<file path="src/rtl/wb_bus_master.sv">
// Wishbone-style bus master: turns one CPU load/store request into a strobed slave
// access. An ACK, a timeout or an address that decodes to no slave ends the access.
module wb_bus_master #(
    parameter int N_SLAVES = 4,
    parameter int TIMEOUT  = 15
) (
    input  logic                    clk,
    input  logic                    reset,
    input  logic                    cpu_req,
    input  logic                    cpu_we,
    input  logic [31:0]             cpu_addr,
    input  logic [31:0]             cpu_wdata,
    output logic [31:0]             cpu_rdata,
    output logic                    cpu_ack,
    output logic                    cpu_err,
    output logic                    cpu_busy,
    output logic [N_SLAVES-1:0]     STB,
    output logic                    WE,
    output logic [31:0]             DAT_O,
    input  logic [32*N_SLAVES-1:0]  DAT_I,
    input  logic [N_SLAVES-1:0]     ACK
);

    localparam int            TW     = $clog2(TIMEOUT + 1);
    localparam logic [TW-1:0] T_LAST = TW'(TIMEOUT - 1);

    typedef enum logic [1:0] {
        IDLE   = 2'd0,
        ACCESS = 2'd1,
        DONE   = 2'd2
    } state_t;

    state_t              state, state_nxt;
    logic [3:0]          idx, idx_nxt;
    logic [TW-1:0]       timer, timer_nxt;
    logic [N_SLAVES-1:0] stb_nxt;
    logic                we_nxt;
    logic [31:0]         dat_o_nxt;
    logic [31:0]         rdata_nxt;
    logic                ack_nxt;
    logic                err_nxt;
    logic                busy_nxt;

    logic [3:0]          req_idx;
    logic                req_valid;
    logic [N_SLAVES-1:0] req_onehot;
    logic                sel_ack;
    logic [31:0]         sel_dat;
    logic                unused_addr_bits;

    assign req_idx          = cpu_addr[31:28];
    assign req_valid        = int'(req_idx) < N_SLAVES;
    assign unused_addr_bits = ^cpu_addr[27:0];

    // Only the selected slave's ACK and data are looked at; other ACK bits are ignored.
    always_comb begin
        req_onehot = '0;
        sel_ack    = 1'b0;
        sel_dat    = '0;
        for (int k = 0; k < N_SLAVES; k++) begin
            if (req_idx == 4'(k)) req_onehot[k] = 1'b1;
            if (idx == 4'(k)) begin
                sel_ack = ACK[k];
                sel_dat = DAT_I[32*k +: 32];
            end
        end
    end

    always_comb begin
        state_nxt = state;
        idx_nxt   = idx;
        timer_nxt = timer;
        stb_nxt   = STB;
        we_nxt    = WE;
        dat_o_nxt = DAT_O;
        rdata_nxt = cpu_rdata;
        err_nxt   = 1'b0;
        unique case (state)
            IDLE: begin
                if (cpu_req) begin
                    idx_nxt = req_idx;
                    if (req_valid) begin
                        state_nxt = ACCESS;
                        stb_nxt   = req_onehot;
                        we_nxt    = cpu_we;
                        dat_o_nxt = cpu_wdata;
                        timer_nxt = '0;
                    end else begin
                        state_nxt = DONE;
                        err_nxt   = 1'b1;
                    end
                end
            end
            ACCESS: begin
                // ACK takes priority over a timeout expiring in the same cycle.
                if (sel_ack) begin
                    if (!WE) rdata_nxt = sel_dat;
                    stb_nxt   = '0;
                    we_nxt    = 1'b0;
                    state_nxt = DONE;
                end else if (timer == T_LAST) begin
                    stb_nxt   = '0;
                    we_nxt    = 1'b0;
                    state_nxt = DONE;
                    err_nxt   = 1'b1;
                end else begin
                    timer_nxt = timer + TW'(1);
                end
            end
            DONE: begin
                state_nxt = IDLE;
            end
            default: begin
                state_nxt = IDLE;
                stb_nxt   = '0;
                we_nxt    = 1'b0;
            end
        endcase
        ack_nxt  = (state_nxt == DONE);
        busy_nxt = (state_nxt != IDLE);
    end

    always_ff @(posedge clk or posedge reset) begin
        if (reset) begin
            state     <= IDLE;
            idx       <= '0;
            timer     <= '0;
            STB       <= '0;
            WE        <= 1'b0;
            DAT_O     <= '0;
            cpu_rdata <= '0;
            cpu_ack   <= 1'b0;
            cpu_err   <= 1'b0;
            cpu_busy  <= 1'b0;
        end else begin
            state     <= state_nxt;
            idx       <= idx_nxt;
            timer     <= timer_nxt;
            STB       <= stb_nxt;
            WE        <= we_nxt;
            DAT_O     <= dat_o_nxt;
            cpu_rdata <= rdata_nxt;
            cpu_ack   <= ack_nxt;
            cpu_err   <= err_nxt;
            cpu_busy  <= busy_nxt;
        end
    end

endmodule

</file>
<file path="config.mk">
export PLATFORM = sky130hd
export DESIGN_NAME = wb_bus_master
export DESIGN_NICKNAME = d
export VERILOG_FILES = /design/src/rtl/wb_bus_master.sv
export SDC_FILE = /design/constraint.sdc
export NUM_CORES = 1
export LEC_CHECK = 0
export CORE_ASPECT_RATIO = 1.4
export CORE_MARGIN = 1
export CORE_UTILIZATION = 37
export CTS_BUF_LIST = sky130_fd_sc_hd__clkbuf_8
export DETAILED_ROUTE_END_ITERATION = 10
export PLACE_DENSITY = 0.94
export SLEW_MARGIN = 40
export SYNTH_ARGS = -nofsm -noshare
export SYNTH_HDL_FRONTEND = slang
export SYNTH_SLANG_ARGS = --single-unit
</file>
<file path="constraint.sdc">
create_clock -name clk -period 4 [get_ports clk]
set_clock_uncertainty 0.15 [all_clocks]
set_input_delay 0.8 -clock clk [delete_from_list [all_inputs] [get_ports clk]]
set_output_delay 0.8 -clock clk [all_outputs]
set_load 0.05 [all_outputs]
</file>
==> out/metrics.cfg <==
[run_status]
status=finished, final reports clean

[timing]
period_share_pct=71.3
rsz0062_at_grt=false
worst_pin_slew_ns=0.603
hold_viol=0
relSlewSlack_pct=59.7
fmax_mhz=351
min_period_ns=2.85
setup_violations=0
final_max_slew_viol_count=0
fin_setup_tns_ns=0

[drt]
route.detailed.drc=0
dr.first_iter.drc_count=136
viasPerCell=5.24
wire_per_inst_um=18.4
via_count=3781
wirelength_um=13200
dr.pass1.iters=5
ant_nets=0

[power_and_ir_drop]
powerDensity_mw_per_mm2=771
internal_power_mw=2.80
power_frac_comb_pct=59.3
seq_power_share_pct=28.1
switching_share_pct=47.5
power.total_mw=5.34
leakage_nw=2.94
p_clk_share_pct=12.6
switching_power_mw=2.53
ir_drop_v=0.000614

[yosys]
ys_seq_area_share_pct=50.0
synthCells=337
syn_nets=539
synthArstFlopShare_pct=100
synth-seq-cells=82
syn-cell-area_mm2=0.00410
yosysUniqueCellTypes=34
synthFlopType=dfrtp_1
synth-edff-count=0
ys_warn_count=0
syn_avg_cell_area_um2=12.2

[cts]
cts_tree=yes
postCtsHoldBufs=0
cts_setup_buffers=0
clock-root-buffer=clkbuf_8
clkLatencyLatePin_ns=0.35
h-tree-depth=3
clock-sinks=82
numCtsBuffers=9
ctsResizeCount=0
clock_path_buffers=2
clk_pin_slew_ns=0.09

[setup_path]
worstPathMaxFanout=32
cp-end-kind=flip-flop
r2r_cells=6
cp-start-kind=primary input
cpMaxStageDelayCell=clkdlybuf4s50_1
critPathArrivalTime_ns=2.93
r2r_setup_slack_ns=1.22
timing.critical_path.cells=clkdlybuf4s50_1 > nor2_1 > o21ai_0 > a31oi_2 > nor3_4 > buf_4 > mux2_2
r2r_start=idx[0]$_DFFE_PP0P_
startpoint=ACK[0]
r2r-end=cpu_rdata[19]$_DFFE_PP0P_
worstSetupEndpoint=cpu_rdata[19]$_DFFE_PP0P_
slowest_delay_ns=0.47
critPathRequiredTime_ns=4.08
path_class=in2reg

[layout]
nFillCells=844
syn_to_final_growth_pct=68.7
fin_nets=777
multiInputGateArea_mm2=0.00194
drive_above_1_share_pct=16.7
antenna_cells=0
seqCellArea_mm2=0.00205

[global_routing]
grt_pass1_wl_um=20300
grt-ovfl-total=0
grt_antenna_before_repair=0
grt_max_degree=43
grt_pass1_vias=4038
grt_util_all_layers_pct=22.7

[job]
max_cap_violations=0

[die]
ios=272
dieArea_mm2=0.0115
die_w_um=91.0
initial_core_util_pct=37.9
die_h_um=127
rows=45
placeableCoreArea_mm2=0.0108

[worst_hold_path]
min_path_type=reg2reg
hold_depth=1

[placed_design]
globalplace.congestion=0.871
hpwl_um=10200
numPortBuffers=243

-- worst max-delay path: cells and delay by family --
| kind | cells | cell delay [ns] |
|---|---|---|
| AOI/OAI and AO/OA | 2 | 0.65 |
| muxes | 1 | 0.39 |
| buffers and inverters | 2 | 0.86 |
| and+or+nand+nor | 2 | 0.21 |
-- state kept, by name, summed over array words and instances, names as in the netlist --
register	count
cpu_rdata	32
cpu_ack	1
STB	4
cpu_busy	1
idx	4
timer	4
WE	1
state	2
cpu_err	1
DAT_O	32
-- synthesized netlist by cell type, types with 2 or more instances --
cell / n / area (um^2)
inv_1: 5 / 18.8
nand2_1: 5 / 18.8
buf_2: 5 / 25.0
ha_1: 2 / 25.0
and3_1: 3 / 18.8
mux2i_1: 33 / 330
nand3_1: 4 / 20.0
a311oi_1: 2 / 17.5
a21o_1: 4 / 30.0
clkbuf_1: 14 / 52.6
dfrtp_1: 82 / 2050
buf_4: 3 / 22.5
a221oi_1: 16 / 140
nor3b_2: 2 / 25.0
mux2_2: 65 / 732
nor3_1: 4 / 20.0
a21oi_1: 21 / 105
nor2_1: 11 / 41.3
a22oi_1: 17 / 128
nand2b_1: 3 / 18.8
a22o_1: 2 / 17.5
o21ai_0: 19 / 95.1
mux2_1: 4 / 45.0
-- stage by stage --
stage | util (%) | cell area (um^2) | hold WS (ns) | cells | setup WS [ns]
after floorplan | - | 4100 | 0.376 | 337 | 0.942
after global placement | 61.9 | 6690 | 0.314 | 705 | 0.861
after detailed placement | 61.9 | 6690 | 0.330 | 705 | 0.792
after CTS | 64.0 | 6920 | 0.350 | 721 | 1.16
after global routing | 64.0 | 6920 | 0.365 | 721 | 0.994
final | 64.0 | 6920 | 0.345 | 721 | 1.15
-- power groups by stage --
stage | registers [mW] | clock network, mW | logic (mW)
5_1_grt | 1.55 | 0.721 | 3.32
4_1_cts | 1.51 | 0.689 | 3.19
3_5_place_dp | 1.51 | 0 | 3.17
2_1_floorplan | 2.58 | 0 | 0.939
3_3_place_gp | 1.48 | 0 | 3.11
6_report | 1.50 | 0.672 | 3.16
-- area by class of cell --
class                      count  share of cell area [%]
multi-input combinational    227                    28.1
sequential                    82                    29.7
clock inverter                 7                    1.47
clock buffer                   9                    1.79
timing repair buffer         250                    36.1
tap                          141                    2.55
inverter                       5                   0.307
-- placed cells by master, fill, tap and decap left out, types with 2 or more instances in the layout --
master,instances
a21o_1,4
a21oi_1,21
a221oi_1,16
a22o_1,2
a22oi_1,17
a311oi_1,2
and3_1,3
buf_4,6
bufinv_16,2
clkbuf_8,9
clkdlybuf4s50_1,243
clkinv_4,2
clkinvlp_4,2
dfrtp_1,81
ha_1,2
inv_1,4
mux2_1,4
mux2_2,65
mux2i_1,33
nand2_1,5
nand2b_1,3
nand3_1,4
nor2_1,11
nor3_1,4
o21ai_0,19
-- worst min path at each step --
| stage | startpoint | end |
|---|---|---|
| 2_1_floorplan | timer[1]$_DFFE_PP0P_ | timer[1]$_DFFE_PP0P_ |
| 3_3_place_gp | STB[0]$_DFFE_PP0P_ | STB[0]$_DFFE_PP0P_ |
| 3_5_place_dp | cpu_rdata[2]$_DFFE_PP0P_ | cpu_rdata[2]$_DFFE_PP0P_ |
| 4_1_cts | cpu_rdata[2]$_DFFE_PP0P_ | cpu_rdata[2]$_DFFE_PP0P_ |
| 5_1_grt | cpu_rdata[9]$_DFFE_PP0P_ | cpu_rdata[9]$_DFFE_PP0P_ |
| 6_report | STB[0]$_DFFE_PP0P_ | STB[0]$_DFFE_PP0P_ |
-- per-layer routing --
layer  routed length [um]  up-vias  share of wire (%)  GRT usage, %
li1                     -     1745                  -             -
met1                 4790     1817                 36          24.0
met2                 6640      196                 50          39.9
met3                 1430       23                 11          8.39
met4                  379        0                2.9          10.6
met5                    0        -                  0             0
-- logic make-up (layout without fill, tap and decap cells) --
group | Yosys count | after routing | share of synthesized area, %
compound gates | 86 | 86 | 14.3
simple gates | 37 | 37 | 5.07
mux | 102 | 102 | 27.0
flops | 82 | 82 | 50.0
fa+ha+maj | 2 | 2 | 0.610
buf+inv | 28 | 271 | 2.99
Power figures use the tool's default switching activity.
